[src/rtl/uart_pkg.sv]
`default_nettype none
// ============================================================================
//  Module      : uart_pkg
//  Description : Definitions shared by the UART receive and transmit paths:
//                frame geometry, default bit period and the receive FSM state
//                encoding.
//  Ports       : none (package)
//  Revision    : 1.0 - initial release
// ============================================================================
package uart_pkg;

  // Data bits per frame. The frame has no configurable width.
  localparam int DATA_BITS = 8;

  // Bit period in clock cycles for 115200 baud from a 50 MHz clock.
  localparam int DEFAULT_CLKS_PER_BIT = 434;

  // Receive FSM state encoding.
  typedef enum logic [2:0] {
    ST_IDLE   = 3'd0,
    ST_START  = 3'd1,
    ST_DATA   = 3'd2,
    ST_PARITY = 3'd3,
    ST_STOP   = 3'd4,
    ST_BREAK  = 3'd5
  } uart_rx_state_e;

endpackage : uart_pkg
`default_nettype wire

[src/rtl/uart_rx_bit_timer.sv]
`default_nettype none
// ============================================================================
//  Module      : uart_rx_bit_timer
//  Description : Bit-period counter for the UART receiver. Counts
//                0..CLKS_PER_BIT-1 and wraps; flags the half-bit and
//                full-bit positions.
//  Ports       : clk          - system clock
//                reset        - synchronous, active-low reset
//                clear_i      - force the counter to 0 (wins over enable_i)
//                enable_i     - advance the counter
//                half_tick_o  - counter at CLKS_PER_BIT/2-1 while enabled
//                full_tick_o  - counter at CLKS_PER_BIT-1 while enabled
//  Revision    : 1.0 - initial release
// ============================================================================
module uart_rx_bit_timer
  import uart_pkg::*;
#(
  parameter int CLKS_PER_BIT = DEFAULT_CLKS_PER_BIT
) (
  input  logic clk,
  input  logic reset,
  input  logic clear_i,
  input  logic enable_i,
  output logic half_tick_o,
  output logic full_tick_o
);

  localparam int               CNT_W     = $clog2(CLKS_PER_BIT);
  localparam logic [CNT_W-1:0] HALF_LAST = CNT_W'(CLKS_PER_BIT / 2 - 1);
  localparam logic [CNT_W-1:0] FULL_LAST = CNT_W'(CLKS_PER_BIT - 1);

  logic [CNT_W-1:0] cnt_q;
  logic [CNT_W-1:0] cnt_d;

  always_comb begin
    cnt_d = cnt_q;
    if (clear_i) begin
      cnt_d = '0;
    end else if (enable_i) begin
      cnt_d = (cnt_q == FULL_LAST) ? '0 : cnt_q + CNT_W'(1);
    end
  end

  always_ff @(posedge clk) begin
    if (!reset) begin
      cnt_q <= '0;
    end else begin
      cnt_q <= cnt_d;
    end
  end

  assign half_tick_o = enable_i && (cnt_q == HALF_LAST);
  assign full_tick_o = enable_i && (cnt_q == FULL_LAST);

endmodule : uart_rx_bit_timer
`default_nettype wire

[src/rtl/uart_rx_deframer.sv]
`default_nettype none
// ============================================================================
//  Module      : uart_rx_deframer
//  Description : UART receiver. Recovers 1 start + 8 data (LSB first) +
//                optional parity + 1 stop frames from an asynchronous line.
//  Ports       : clk          - system clock
//                reset        - synchronous, active-low reset
//                uart_rx_pin  - asynchronous serial input, idles high
//                Parity_En    - a parity bit follows data bit 7
//                Parity_Odd   - 1 = odd parity, 0 = even parity
//                UART_Rx      - [7:0] data, [8] received parity bit
//                RX_Parity    - parity error for the last frame
//                Frame_Err    - stop bit sampled low in the last frame
//                UART_Rx_Done - one-cycle strobe, outputs valid from it on
//                Rx_Busy      - high from start detection until back in IDLE
//  Revision    : 1.0 - initial release
// ============================================================================
module uart_rx_deframer
  import uart_pkg::*;
#(
  parameter int CLKS_PER_BIT = DEFAULT_CLKS_PER_BIT
) (
  input  logic             clk,
  input  logic             reset,
  input  logic             uart_rx_pin,
  input  logic             Parity_En,
  input  logic             Parity_Odd,
  output logic [DATA_BITS:0] UART_Rx,
  output logic             RX_Parity,
  output logic             Frame_Err,
  output logic             UART_Rx_Done,
  output logic             Rx_Busy
);

  localparam int             IDX_W    = $clog2(DATA_BITS);
  localparam logic [IDX_W-1:0] IDX_LAST = IDX_W'(DATA_BITS - 1);

  // Two-stage synchroniser; resets to the idle (high) line level.
  logic [1:0] sync_q;
  logic       rx_s;

  uart_rx_state_e         state_q;
  logic [DATA_BITS-1:0]   shift_q;
  logic [IDX_W-1:0]       idx_q;
  logic                   par_en_q;
  logic                   par_odd_q;
  logic                   par_bit_q;
  logic [DATA_BITS:0]     rx_word_q;
  logic                   par_err_q;
  logic                   frame_err_q;
  logic                   done_q;
  logic                   busy_q;

  logic                   timer_clr;
  logic                   timer_en;
  logic                   half_tick;
  logic                   full_tick;
  logic                   par_err_calc;

  always_ff @(posedge clk) begin
    if (!reset) begin
      sync_q <= 2'b11;
    end else begin
      sync_q <= {sync_q[0], uart_rx_pin};
    end
  end

  assign rx_s = sync_q[1];

  // The counter is held at 0 outside the sampling states so that it starts
  // from 0 on the first cycle of START, and is re-zeroed at mid-start-bit so
  // that every later sample lands in the middle of its bit.
  assign timer_en  = (state_q == ST_START) || (state_q == ST_DATA) ||
                     (state_q == ST_PARITY) || (state_q == ST_STOP);
  assign timer_clr = (state_q == ST_IDLE) || (state_q == ST_BREAK) ||
                     ((state_q == ST_START) && half_tick);

  uart_rx_bit_timer #(
    .CLKS_PER_BIT (CLKS_PER_BIT)
  ) u_bit_timer (
    .clk         (clk),
    .reset       (reset),
    .clear_i     (timer_clr),
    .enable_i    (timer_en),
    .half_tick_o (half_tick),
    .full_tick_o (full_tick)
  );

  // Even/odd check over the data, the received parity bit and the latched
  // mode; forced to 0 when the frame carried no parity bit.
  assign par_err_calc = par_en_q & ((^shift_q) ^ par_bit_q ^ par_odd_q);

  always_ff @(posedge clk) begin
    if (!reset) begin
      state_q     <= ST_IDLE;
      shift_q     <= '0;
      idx_q       <= '0;
      par_en_q    <= 1'b0;
      par_odd_q   <= 1'b0;
      par_bit_q   <= 1'b0;
      rx_word_q   <= '0;
      par_err_q   <= 1'b0;
      frame_err_q <= 1'b0;
      done_q      <= 1'b0;
      busy_q      <= 1'b0;
    end else begin
      done_q <= 1'b0;
      unique case (state_q)
        ST_IDLE: begin
          if (!rx_s) begin
            par_en_q  <= Parity_En;
            par_odd_q <= Parity_Odd;
            par_bit_q <= 1'b0;
            idx_q     <= '0;
            busy_q    <= 1'b1;
            state_q   <= ST_START;
          end
        end
        ST_START: begin
          if (half_tick) begin
            if (!rx_s) begin
              state_q <= ST_DATA;
            end else begin
              // Start bit did not survive to mid-bit: treat as a glitch.
              busy_q  <= 1'b0;
              state_q <= ST_IDLE;
            end
          end
        end
        ST_DATA: begin
          if (full_tick) begin
            shift_q <= {rx_s, shift_q[DATA_BITS-1:1]};
            idx_q   <= idx_q + IDX_W'(1);
            if (idx_q == IDX_LAST) begin
              state_q <= par_en_q ? ST_PARITY : ST_STOP;
            end
          end
        end
        ST_PARITY: begin
          if (full_tick) begin
            par_bit_q <= rx_s;
            state_q   <= ST_STOP;
          end
        end
        ST_STOP: begin
          if (full_tick) begin
            rx_word_q   <= {par_en_q & par_bit_q, shift_q};
            par_err_q   <= par_err_calc;
            frame_err_q <= ~rx_s;
            done_q      <= 1'b1;
            // A low stop bit may be the start of a break; hold off new
            // start detection until the line goes high again.
            busy_q      <= ~rx_s;
            state_q     <= rx_s ? ST_IDLE : ST_BREAK;
          end
        end
        ST_BREAK: begin
          if (rx_s) begin
            busy_q  <= 1'b0;
            state_q <= ST_IDLE;
          end
        end
        default: begin
          busy_q  <= 1'b0;
          state_q <= ST_IDLE;
        end
      endcase
    end
  end

  assign UART_Rx      = rx_word_q;
  assign RX_Parity    = par_err_q;
  assign Frame_Err    = frame_err_q;
  assign UART_Rx_Done = done_q;
  assign Rx_Busy      = busy_q;

endmodule : uart_rx_deframer
`default_nettype wire

[config.mk]
export PLATFORM = sky130hd
export DESIGN_NAME = uart_rx_deframer
export DESIGN_NICKNAME = d
export VERILOG_FILES = /design/src/rtl/uart_pkg.sv /design/src/rtl/uart_rx_bit_timer.sv /design/src/rtl/uart_rx_deframer.sv
export SDC_FILE = /design/constraint.sdc
export NUM_CORES = 1
export LEC_CHECK = 0
export ABC_AREA = 1
export ABC_CLOCK_PERIOD_IN_PS = 1900
export BUFFER_PORTS_ARGS = -buffer_cell sky130_fd_sc_hd__buf_2
export CORE_MARGIN = 3
export CORE_UTILIZATION = 42
export DETAILED_ROUTE_END_ITERATION = 6
export PLACE_DENSITY_LB_ADDON = 0.25
export SKIP_LAST_GASP = 1
export SLEW_MARGIN = 10
export SYNTH_ARGS = -nofsm -noshare
export SYNTH_HDL_FRONTEND = slang
export SYNTH_SLANG_ARGS = --single-unit
[constraint.sdc]
create_clock -name clk -period 1.9 [get_ports clk]
set_clock_uncertainty 0.05 [all_clocks]
set_input_delay 0.285 -clock clk [delete_from_list [all_inputs] [get_ports clk]]
set_output_delay 0.285 -clock clk [all_outputs]
set_load 0.01 [all_outputs]
==> impl_metrics.env <==
export IMPL_placementRows=25
export IMPL_finalNonFillerCells=390
export IMPL_design_final_nets=332
export IMPL_synthXorXnorAreaFrac_pct=0.837
export IMPL_timing_critical_path_max_delay_family="simple AND/OR/NAND/NOR gates"
export IMPL_layout_drive_gt1_share_pct=18.0
export IMPL_max_clock_freq_mhz=581
export IMPL_synth_warnings=0
export IMPL_power_frac_comb_pct=38.2
export IMPL_timing_critical_path_slowest_stage_cell="dfxtp_1"
export IMPL_htreeDepth=2
export IMPL_sum_of_buffers_and_inverters_on_the_critical_path=2
export IMPL_die_w_um=76.6
export IMPL_critical_path_endpoint_type="flip-flop"
export IMPL_synth_compound_gate_area_share_pct=13.9
export IMPL_initial_utilization_pct=44.0
export IMPL_globalRouteTotalUtil_pct=15.5
export IMPL_detail_route_wirelength_um=4090
export IMPL_insertedDiodeCount=0
export IMPL_dp_final_hpwl_um=3190
export IMPL_critPathArrivalTime_ns=1.89
export IMPL_critical_path_cell_chain="inv_1, ha_1, nand2_1, nor3_2, nand2_2, inv_2, nand2_2, nor2_2, nand2_1, a21oi_1"
export IMPL_max_clock_path_buffers=2
export IMPL_place_port_buffers=17
export IMPL_netlist_instances=302
export IMPL_grt_setup_unrepaired="no"
export IMPL_drc=0
export IMPL_yosys_area_share_adder_pct=2.99
export IMPL_synth_async_sr_flop_share_pct=0
export IMPL_p_sw_share_pct=39.6
export IMPL_final_setup_violation_count=0
export IMPL_die_area_mm2=0.00586
export IMPL_area_delta_synth_final_pct=12.6
export IMPL_num_io_pins=18
export IMPL_synthesis_area_mm2=0.00209
export IMPL_number_of_synthesized_flops_with_an_enable_pin=0
export IMPL_post_cts_setup_buffers=0
export IMPL_clock_insertion_delay_worst_skew_ns=0.28
export IMPL_antenna_violations_before_repair=0
export IMPL_synth_seq_cells=41
export IMPL_clock_sink_count=41
export IMPL_floorplan_die_height_um=76.6
export IMPL_tritoncts="done"
export IMPL_pin_count_of_the_biggest_net_entering_global_routing=19
export IMPL_wire_per_inst_um=10.5
export IMPL_net_switching_power_uw=1110
export IMPL_fin_tns_setup_ns=0
export IMPL_synth_lib_cells_used_distinct=30
export IMPL_synth_largest_area_cell="dfxtp_1"
export IMPL_worstMarginPinSlew_ns=0.306
export IMPL_grt_ovfl_total=0
export IMPL_postSynth_topFlopCell="dfxtp_1"
export IMPL_critical_path_peak_fanout=13
export IMPL_met3_wirelength_um=119
export IMPL_power_total_uw=2800
export IMPL_share_clk_of_total_power_pct=24.7
export IMPL_critical_path_required_ns=2.07
export IMPL_synth_simple_gate_area_share_pct=34.0
export IMPL_p_leak_uw=0.00103
export IMPL_post_synth_top_area_fraction_pct=39.2
export IMPL_post_synth_top_count_cell="nand2_1"
export IMPL_seq_power_share_pct=37.1
export IMPL_cts_made_buffers=5
export IMPL_place_congestion=0.846
export IMPL_ctsRootBufferMaster="clkbuf_8"
export IMPL_shortest_period_the_worst_path_allows_ns=1.72
export IMPL_max_stage_delay_ns=0.33
export IMPL_slew_headroom_pct=79.4
export IMPL_irDropWorstVdd_v=0.000929
export IMPL_viasPerCell=4.79
export IMPL_finalHoldViolations=0
export IMPL_detailedPlace_worstSlack_ns=0.208
export IMPL_holdWs_ns=0.128
export IMPL_core_region_area_mm2=0.00475
export IMPL_wl_met2_um=1790
export IMPL_pwr_density_cell_mw_per_mm2=1190
export IMPL_grt_pass1_vias=1707
export IMPL_routed_top_layer="met4"
export IMPL_yosys_mux_area_fraction_pct=0
export IMPL_route_vias_total=1867
export IMPL_clkSlewWorstSetupHoldPaths_ns=0.08
export IMPL_synth_cells_most_frequent="nand2_1 (70), dfxtp_1 (41), inv_1 (32), nor2_1 (32), a21oi_1 (29)"
export IMPL_post_route_worst_setup_slack_ns=0.180
export IMPL_synth_yosys_seq_area_share_pct=39.2
export IMPL_timing_setup_critical_path_class="flip-flop to flip-flop"
export IMPL_timing_final_crit_share_pct=90.5
export IMPL_total_nets_after_synthesis=312
export IMPL_ant_nets=0
export IMPL_placed_cells_incl_taps=382
export IMPL_largest_family_of_logic_cells_by_synthesized_area="simple AND/OR/NAND/NOR gates"
export IMPL_category_of_the_worst_setup_path_launch_point="flip-flop"
export IMPL_grt_first_pass_wirelength_um=7530
export IMPL_max_slew_violation_count=0
export IMPL_synth_area_top_cells="dfxtp_1 (39%), nand2_1 (13%), a21oi_1 (6.9%), inv_1 (5.7%), nor2_1 (5.7%)"
export IMPL_first_pass_iters=4
export IMPL_routedLengthMet1_um=2090
export IMPL_max_cap_viol_count=0
export IMPL_initialDrtViolationCount=151
export IMPL_syn_area_per_cell_um2=6.93
export IMPL_worst_hold_path_type="primary input to flip-flop"
export IMPL_outcome="complete, no violations"
export IMPL_p_int_uw=1690
==> cells by family after synthesis <==
| kind of cell | count (synthesis) |
|---|---|
| simple gates | 152 |
| compound gates | 56 |
| buf+inv | 46 |
| flops | 41 |
| fa+ha+maj | 5 |
| xor+xnor | 2 |
==> metal layers <==
metal	GRT usage [%]	vias to the layer above
met5	0	-
met4	5.62	0
met3	3.66	8
met2	24.6	23
met1	20.6	828
li1	-	1008
==> flip-flops by register name, indices dropped and copies added, names as in the netlist <==
signal and count:
par_bit_q 1, shift_q 8, UART_Rx_Done 1, RX_Parity 1
state_q 3, Frame_Err 1, UART_Rx 9, u_bit_timer.cnt_q 9
par_odd_q 1, idx_q 3, par_en_q 1, Rx_Busy 1
sync_q 2
==> cells in the final DEF, fill, tap and decap left out, types with 6 or more instances in the layout <==
cell / synthesis / layout
nand2_1: 70 / 70
inv_1: 32 / 32
inv_2: 8 / 8
o21ai_0: 22 / 22
nand3_1: 22 / 22
nand2_2: 7 / 6
nor2_1: 32 / 32
dfxtp_1: 41 / 41
buf_2: 0 / 17
a21oi_1: 29 / 29
==> metrics by stage <==
step                instance area, um^2  util, %
global placement                   2230     47.0
finish                             2350     49.5
detailed placement                 2230     47.0
global route                       2350     49.5
floorplan                          2090        -
CTS                                2350     49.4
==> layout make-up <==
type / instances / area (um^2)
Clock inverter: 3 / 46.3
Inverter: 41 / 156
Timing Repair Buffer: 18 / 92.6
Fill cell: 496 / 2400
Tap cell: 67 / 83.8
Clock buffer: 5 / 68.8
Multi-Input combinational cell: 215 / 1090
Sequential cell: 41 / 821
==> power groups by stage <==
stage / clock (uW) / sequential (uW) / combinational (uW)
finish: 691 / 1040 / 1070
global route: 758 / 1050 / 1250
CTS: 719 / 1040 / 1070
detailed placement: 0 / 1060 / 1070
global placement: 0 / 1050 / 1050
floorplan: 0 / 1040 / 868
==> path summary, 6_finish.rpt <==
check | start | end | slack [ns] | cells past startpoint
worst max register to register | u_bit_timer.cnt_q[1] | RX_Parity | 0.18 | 10
worst min-delay path | uart_rx_pin | sync_q[0] | 0.13 | 2
worst min register to register | sync_q[0] | sync_q[1] | 0.36 | 1
worst max-delay path | u_bit_timer.cnt_q[1] | RX_Parity | 0.18 | 10
==> what timing repair did <==
action | CTS | global route
setup endpoints to repair | 0 | 2
hold buffers | 0 | 0
gates resized for setup | 0 | 1
Power figures use the tool's default switching activity.
